**config.mk**
```make
export PLATFORM = sky130hd
export DESIGN_NAME = avalmm_host
export DESIGN_NICKNAME = d
export VERILOG_FILES = /design/src/rtl/avalmm_pkg.sv /design/src/rtl/avalmm_host.sv
export SDC_FILE = /design/constraint.sdc
export NUM_CORES = 1
export LEC_CHECK = 0
export BUFFER_PORTS_ARGS = -buffer_cell sky130_fd_sc_hd__buf_2
export CAP_MARGIN = 40
export CORE_ASPECT_RATIO = 0.8
export CORE_UTILIZATION = 52
export DETAILED_ROUTE_END_ITERATION = 8
export PLACE_DENSITY = 0.86
export SLEW_MARGIN = 20
export SYNTH_ARGS = -nofsm -noshare
export SYNTH_HDL_FRONTEND = slang
export SYNTH_SLANG_ARGS = --single-unit
```
**constraint.sdc**
```tcl
create_clock -name clk -period 5.18 [get_ports clk]
set_clock_uncertainty 0.2 [all_clocks]
set_input_delay 0.259 -clock clk [delete_from_list [all_inputs] [get_ports clk]]
set_output_delay 0.259 -clock clk [all_outputs]
set_load 0.005 [all_outputs]
```
**src/rtl/avalmm_pkg.sv**
```systemverilog
// Shared definitions for the Avalon-MM control-register host:
// FSM state encoding, register map addresses and measurement field widths.
package avalmm_pkg;

    typedef enum logic [1:0] {
        IDLE    = 2'd0,
        ISSUE   = 2'd1,
        RD_WAIT = 2'd2,
        RESP    = 2'd3
    } state_e;

    localparam logic [4:0] ADDR_FREQ   = 5'd0;
    localparam logic [4:0] ADDR_AMPL   = 5'd1;
    localparam logic [4:0] ADDR_DECI   = 5'd2;
    localparam logic [4:0] ADDR_TRIG   = 5'd3;
    localparam logic [4:0] ADDR_EDGE   = 5'd4;
    localparam logic [4:0] ADDR_RUN    = 5'd5;
    localparam logic [4:0] ADDR_HSHIFT = 5'd6;
    localparam logic [4:0] ADDR_VSHIFT = 5'd7;
    localparam logic [4:0] ADDR_VSCALE = 5'd8;

    localparam int unsigned FREQ_W = 20;
    localparam int unsigned AMPL_W = 8;

endpackage

```
**src/rtl/avalmm_host.sv**
```systemverilog
// Avalon-MM host: turns a valid/ready command stream into single Avalon
// read/write transfers with waitrequest, fixed read latency and a stall
// timeout, returning one response per command.
// Optional macro AVALMM_HOST_POLL_EN adds a periodic internal burst that
// reads the frequency and amplitude registers into meas_* outputs.
module avalmm_host
    import avalmm_pkg::*;
#(
    parameter int unsigned RD_LATENCY  = 1,
    parameter int unsigned TIMEOUT     = 255,
    parameter int unsigned POLL_PERIOD = 50_000_000
) (
    input  logic              clk,
    input  logic              rst_n,
    input  logic              cmd_valid,
    output logic              cmd_ready,
    input  logic              cmd_write,
    input  logic [4:0]        cmd_addr,
    input  logic [31:0]       cmd_wdata,
    output logic              rsp_valid,
    output logic [31:0]       rsp_rdata,
    output logic              rsp_timeout,
    output logic              avalon_write,
    output logic              avalon_read,
    output logic [4:0]        avalon_address,
    output logic [31:0]       avalon_writedata,
    input  logic [31:0]       avalon_readdata,
    input  logic              avalon_waitrequest,
    output logic [FREQ_W-1:0] meas_freq,
    output logic [AMPL_W-1:0] meas_vpp,
    output logic [AMPL_W-1:0] meas_max,
    output logic [AMPL_W-1:0] meas_min
);

    state_e      state_q, state_d;
    logic        wr_q, wr_d;
    logic [4:0]  addr_q, addr_d;
    logic [31:0] wdata_q, wdata_d;
    logic [1:0]  lat_cnt_q, lat_cnt_d;
    logic [15:0] to_cnt_q, to_cnt_d;
    logic        cmd_ready_q, cmd_ready_d;
    logic        write_q, write_d;
    logic        read_q, read_d;
    logic        rsp_valid_q, rsp_valid_d;
    logic [31:0] rsp_rdata_q, rsp_rdata_d;
    logic        rsp_timeout_q, rsp_timeout_d;
    logic        capture;
    logic        poll_now;

`ifdef AVALMM_HOST_POLL_EN
    logic [31:0]       poll_cnt_q, poll_cnt_d;
    logic              poll_pending_q, poll_pending_d;
    logic              is_poll_q, is_poll_d;
    logic              poll_idx_q, poll_idx_d;
    logic [FREQ_W-1:0] meas_freq_q, meas_freq_d;
    logic [AMPL_W-1:0] meas_vpp_q, meas_vpp_d;
    logic [AMPL_W-1:0] meas_max_q, meas_max_d;
    logic [AMPL_W-1:0] meas_min_q, meas_min_d;
`endif

    // Next-state and next-output logic for the transfer FSM (and poll burst)
    always_comb begin
        state_d       = state_q;
        wr_d          = wr_q;
        addr_d        = addr_q;
        wdata_d       = wdata_q;
        lat_cnt_d     = lat_cnt_q;
        to_cnt_d      = to_cnt_q;
        cmd_ready_d   = cmd_ready_q;
        write_d       = write_q;
        read_d        = read_q;
        rsp_valid_d   = 1'b0;
        rsp_rdata_d   = rsp_rdata_q;
        rsp_timeout_d = 1'b0;
        capture       = 1'b0;
`ifdef AVALMM_HOST_POLL_EN
        poll_cnt_d     = poll_cnt_q;
        poll_pending_d = poll_pending_q;
        is_poll_d      = is_poll_q;
        poll_idx_d     = poll_idx_q;
        meas_freq_d    = meas_freq_q;
        meas_vpp_d     = meas_vpp_q;
        meas_max_d     = meas_max_q;
        meas_min_d     = meas_min_q;
        poll_now       = is_poll_q;
`else
        poll_now       = 1'b0;
`endif

        case (state_q)
            IDLE: begin
                cmd_ready_d = 1'b1;
                if (cmd_valid && cmd_ready_q) begin
                    wr_d        = cmd_write;
                    addr_d      = cmd_addr;
                    wdata_d     = cmd_wdata;
                    write_d     = cmd_write;
                    read_d      = ~cmd_write;
                    to_cnt_d    = '0;
                    rsp_rdata_d = '0;
                    cmd_ready_d = 1'b0;
                    state_d     = ISSUE;
`ifdef AVALMM_HOST_POLL_EN
                    is_poll_d   = 1'b0;
                end else if (poll_pending_q && cmd_ready_q) begin
                    // External commands take priority; poll starts only when none is offered
                    wr_d           = 1'b0;
                    addr_d         = ADDR_FREQ;
                    read_d         = 1'b1;
                    to_cnt_d       = '0;
                    cmd_ready_d    = 1'b0;
                    is_poll_d      = 1'b1;
                    poll_idx_d     = 1'b0;
                    poll_pending_d = 1'b0;
                    state_d        = ISSUE;
`endif
                end
            end

            ISSUE: begin
                if (avalon_waitrequest) begin
                    if (to_cnt_q == 16'(TIMEOUT)) begin
                        write_d       = 1'b0;
                        read_d        = 1'b0;
                        rsp_rdata_d   = '0;
                        rsp_valid_d   = ~poll_now;
                        rsp_timeout_d = ~poll_now;
                        state_d       = RESP;
                    end else begin
                        to_cnt_d = to_cnt_q + 16'd1;
                    end
                end else begin
                    write_d = 1'b0;
                    read_d  = 1'b0;
                    if (wr_q) begin
                        rsp_valid_d = 1'b1;
                        state_d     = RESP;
                    end else if (RD_LATENCY == 0) begin
                        capture     = 1'b1;
                        rsp_valid_d = ~poll_now;
                        state_d     = RESP;
                    end else begin
                        lat_cnt_d = 2'd1;
                        state_d   = RD_WAIT;
                    end
                end
            end

            RD_WAIT: begin
                if (lat_cnt_q == 2'(RD_LATENCY)) begin
                    capture     = 1'b1;
                    rsp_valid_d = ~poll_now;
                    state_d     = RESP;
                end else begin
                    lat_cnt_d = lat_cnt_q + 2'd1;
                end
            end

            RESP: begin
                cmd_ready_d = 1'b1;
                state_d     = IDLE;
`ifdef AVALMM_HOST_POLL_EN
                // First poll read done: chain straight into the amplitude read
                if (is_poll_q && !poll_idx_q) begin
                    addr_d      = ADDR_AMPL;
                    read_d      = 1'b1;
                    to_cnt_d    = '0;
                    poll_idx_d  = 1'b1;
                    cmd_ready_d = 1'b0;
                    state_d     = ISSUE;
                end else begin
                    is_poll_d = 1'b0;
                end
`endif
            end

            default: state_d = IDLE;
        endcase

`ifdef AVALMM_HOST_POLL_EN
        if (capture && poll_now) begin
            if (!poll_idx_q) begin
                meas_freq_d = avalon_readdata[FREQ_W-1:0];
            end else begin
                {meas_vpp_d, meas_max_d, meas_min_d} = avalon_readdata[3*AMPL_W-1:0];
            end
        end else if (capture) begin
            rsp_rdata_d = avalon_readdata;
        end

        // Free-running period counter; a tick during a burst just re-arms the flag
        if (poll_cnt_q == 32'(POLL_PERIOD - 1)) begin
            poll_cnt_d     = '0;
            poll_pending_d = 1'b1;
        end else begin
            poll_cnt_d = poll_cnt_q + 32'd1;
        end
`else
        if (capture) begin
            rsp_rdata_d = avalon_readdata;
        end
`endif
    end

    // State and registered outputs, all cleared asynchronously
    always_ff @(posedge clk or negedge rst_n) begin
        if (!rst_n) begin
            state_q       <= IDLE;
            wr_q          <= 1'b0;
            addr_q        <= '0;
            wdata_q       <= '0;
            lat_cnt_q     <= '0;
            to_cnt_q      <= '0;
            cmd_ready_q   <= 1'b0;
            write_q       <= 1'b0;
            read_q        <= 1'b0;
            rsp_valid_q   <= 1'b0;
            rsp_rdata_q   <= '0;
            rsp_timeout_q <= 1'b0;
`ifdef AVALMM_HOST_POLL_EN
            poll_cnt_q     <= '0;
            poll_pending_q <= 1'b0;
            is_poll_q      <= 1'b0;
            poll_idx_q     <= 1'b0;
            meas_freq_q    <= '0;
            meas_vpp_q     <= '0;
            meas_max_q     <= '0;
            meas_min_q     <= '0;
`endif
        end else begin
            state_q       <= state_d;
            wr_q          <= wr_d;
            addr_q        <= addr_d;
            wdata_q       <= wdata_d;
            lat_cnt_q     <= lat_cnt_d;
            to_cnt_q      <= to_cnt_d;
            cmd_ready_q   <= cmd_ready_d;
            write_q       <= write_d;
            read_q        <= read_d;
            rsp_valid_q   <= rsp_valid_d;
            rsp_rdata_q   <= rsp_rdata_d;
            rsp_timeout_q <= rsp_timeout_d;
`ifdef AVALMM_HOST_POLL_EN
            poll_cnt_q     <= poll_cnt_d;
            poll_pending_q <= poll_pending_d;
            is_poll_q      <= is_poll_d;
            poll_idx_q     <= poll_idx_d;
            meas_freq_q    <= meas_freq_d;
            meas_vpp_q     <= meas_vpp_d;
            meas_max_q     <= meas_max_d;
            meas_min_q     <= meas_min_d;
`endif
        end
    end

    assign cmd_ready        = cmd_ready_q;
    assign rsp_valid        = rsp_valid_q;
    assign rsp_rdata        = rsp_rdata_q;
    assign rsp_timeout      = rsp_timeout_q;
    assign avalon_write     = write_q;
    assign avalon_read      = read_q;
    assign avalon_address   = addr_q;
    assign avalon_writedata = wdata_q;

`ifdef AVALMM_HOST_POLL_EN
    assign meas_freq = meas_freq_q;
    assign meas_vpp  = meas_vpp_q;
    assign meas_max  = meas_max_q;
    assign meas_min  = meas_min_q;
`else
    assign meas_freq = '0;
    assign meas_vpp  = '0;
    assign meas_max  = '0;
    assign meas_min  = '0;
`endif

endmodule

```
==> PnR_summary.wiki <==
{| class="wikitable"
! Metric !! Value
|-
| Worst endpoint data arrival time || a little over 3 ns
|-
| Most area-hungry cell type in the Yosys netlist || sky130_fd_sc_hd__dfrtp_1
|-
| Total congestion overflow || 0
|-
| Setup tns final || 0 ns
|-
| DP Wirelength || 7.40 mm
|-
| Routed wire length || 13.1 mm
|-
| Portion of synthesized cell area occupied by the leading cell type || 0.526
|-
| Fraction of the cycle the final worst path needs || 0.578
|-
| Total routing resource utilization after global routing || 0.299
|-
| Count of endpoints failing setup in the final report || 0
|-
| Routed length per instance || 17.0 um
|-
| Post-CTS resize count || 0
|-
| Post-DR vias/cell || around 5.4
|-
| Post-synth top cells || sky130_fd_sc_hd__dfrtp_1, sky130_fd_sc_hd__nand2_1, sky130_fd_sc_hd__o21ai_0
|-
| Share of cells above drive strength 1 || 0.332
|-
| Largest net degree at the start of global routing || 61
|-
| Worst path required time || 5.28 ns
|-
| Maximum fanout count along the critical path || 20
|-
| Number of fill cells || approximately 530
|-
| Async set or reset register ratio after synthesis || 1.00
|-
| Slew at the pin with the worst max-slew slack || 0.704 ns
|-
| Number of detailed-route iterations in the first pass || 4
|-
| Unrepaired setup endpoints after global routing || no
|-
| Synthesized cell area || 4520 um2
|-
| Area overhead of the layout relative to synthesis || 37.6%
|-
| Most numerous cell in the Yosys netlist || sky130_fd_sc_hd__dfrtp_1
|-
| Critical Path Source Type || flip-flop
|-
| DRC errors left || 0
|-
| Crit path capture type || flip-flop
|-
| Time the worst path needs with I/O delays and setup || approximately 3 ns
|-
| Top post-synthesis cells by area || sky130_fd_sc_hd__dfrtp_1, sky130_fd_sc_hd__mux2_2, sky130_fd_sc_hd__buf_4, sky130_fd_sc_hd__nand2_1, sky130_fd_sc_hd__o21ai_0
|-
| Effective utilization at floorplan || 0.535
|-
| Post-synth cell types || 45
|-
| Clock transition at the registers of the reported paths || 0.11 ns
|-
| Io pins || 192
|-
| Site row count || 30
|-
| Total Die Area || between 9000 and 10000 um2
|-
| Type of the worst setup path || reg2reg
|-
| Fmax || 334 MHz
|-
| Number of routed nets with antenna violations || 0
|-
| Number of global-route vias before repair || between 4000 and 5000
|-
| Hold WC Path Type || in2reg
|-
| Count of clock tree sinks || 95
|-
| Peak supply drop || 0.283 mV
|-
| Outcome || finished clean
|-
| Buffers added on ports || ~150
|-
| Leakage power summed over all cells || approximately 0.003 uW
|-
| Number of flops mapped to enable cells by yosys || 0
|-
| Clock root buffer || sky130_fd_sc_hd__clkbuf_8
|-
| Worst slack at placement || 2.30 ns
|-
| Detailed Route Iter0 Violations || 361
|-
| Sequential fraction of the synthesis area || 0.526
|-
| Vertical die dimension || approximately 85 um
|-
| Maximum count of clock buffers along a single path || 2
|-
| Fin. Hold Viols || 0
|-
| Flip-flop and latch count after synthesis || 95
|-
| Final RePlAce weighted congestion || 0.916
|-
| H-tree levels || 3
|-
| Rel. slew slack || 0.530
|-
| Total non-filler cell area in the finished layout || a little over 6000 um2
|-
| Warnings, synthesis || 0
|-
| Worst-case setup margin in the final layout || ~2.2 ns
|-
| Antenna violations before repair || 0
|-
| Power density over the cells || 507 nW/um2
|-
| Power, Total || 3150 uW
|-
| Overall die width || 106 um
|-
| Clock tree from TritonCTS || yes
|-
| Most common flop cell mapped by yosys || sky130_fd_sc_hd__dfrtp_1
|-
| Diodes inserted || 0
|-
| Count of vias placed by the detailed router || 4124
|-
| Layout Nets || 729
|-
| Clock network latency to the later pin of the worst-skew pair || around 0.37 ns
|-
| Cell count after synthesis || between 400 and 500
|-
| Number of buffers created by CTS || 9
|-
| DP Area || 5230 um2
|-
| First-pass GRT wire length || 20.8 mm
|-
| Fin. max-slew vios || 0
|-
| Placeable core region || 8450 um2
|-
| Maximum capacitance violations || 0
|-
| Syn_area_per_cell || 10.4 um2
|}
-- per-stage QoR --
stage	util	cells	hold WS [ns]
finish	0.736	766	0.0943
global route	0.736	766	0.0980
CTS	0.733	765	0.0738
detailed placement	0.619	677	0.0306
global placement	0.613	674	0.0237
floorplan	-	477	-0.237
-- final cells by class --
type | instances | area (um2) | share of cell area
flip-flops and latches | 95 | 2380 | 0.383
multi-input cells | 309 | 1870 | 0.301
repair buffers | 225 | 1560 | 0.250
well taps | 112 | 140 | 0.0225
clock buffers | 9 | 124 | 0.0199
clock inverters | 7 | 113 | 0.0181
inverters | 9 | 33.8 | 0.00544
-- logic make-up after synthesis --
logic type                 Yosys count  synth area share
other                                1          0.000830
buffers and inverters               73            0.0975
AOI/OAI and AO/OA                   86             0.116
DFF                                 95             0.526
and+or+nand+nor                    131             0.139
muxes                               42             0.104
adders and majority gates            6            0.0166
-- sequential cells by signal, indices dropped and copies added, names as in the netlist --
name              cells
wr_q                  1
avalon_write          1
lat_cnt_q             2
rsp_valid             1
cmd_ready             1
rsp_timeout           1
rsp_rdata            32
state_q               2
avalon_read           1
avalon_address        5
to_cnt_q             16
avalon_writedata     32
-- path summary, 6_finish.rpt --
path / start / endpoint / slack, ns / depth (start not counted)
setup / recovery: state_q[1] / to_cnt_q[15] / 2.18 / 6
hold / removal: avalon_waitrequest / rsp_timeout / 0.09 / 3
setup reg to reg: state_q[1] / to_cnt_q[15] / 2.18 / 6
hold reg to reg: avalon_writedata[2] / avalon_writedata[2] / 0.32 / 1
max in group asynchronous: rst_n / rsp_rdata[10] / 3.72 / 4
min in group asynchronous: rst_n / avalon_address[2] / 0.20 / 2
-- metal layers --
layer | up-vias | part of all wire | GRT usage
li1 | 1864 | - | -
met4 | 0 | 0.029 | 0.120
met2 | 224 | 0.50 | 0.506
met5 | - | 0 | 0
met1 | 2001 | 0.39 | 0.367
met3 | 35 | 0.079 | 0.0760
-- where the power goes --
group	internal, uW	switching, uW
sequential	1050	212
clock	283	287
combinational	625	690
-- timing repair --
item	CTS	global route
hold endpoints to repair	106	0
hold buffers	72	0
setup buffers	0	0
-- placed cells by master (no fill, tap or decap), drive strengths merged, types with 3 or more instances in the layout --
cell	count
o31ai	8
and3	4
a21oi	8
dlygate4sd3	72
nor3	3
nand3	10
dfrtp	95
nor2	12
nor4	7
inv	12
mux2	39
a31oi	5
ha	6
mux2i	3
nand4	6
or4	6
conb	44
o21ai	45
buf	153
clkbuf	9
o21a	3
nand2	74
-- critical path, stage by stage, from the launching register on --
cell                      delay (ns)
sky130_fd_sc_hd__dfrtp_1        0.43
sky130_fd_sc_hd__inv_1          0.10
sky130_fd_sc_hd__ha_1           0.61
sky130_fd_sc_hd__mux2i_1        0.27
sky130_fd_sc_hd__or4_4          0.58
sky130_fd_sc_hd__or4_1          0.55
sky130_fd_sc_hd__a21oi_1        0.19
(Power assumes the default switching activity.)
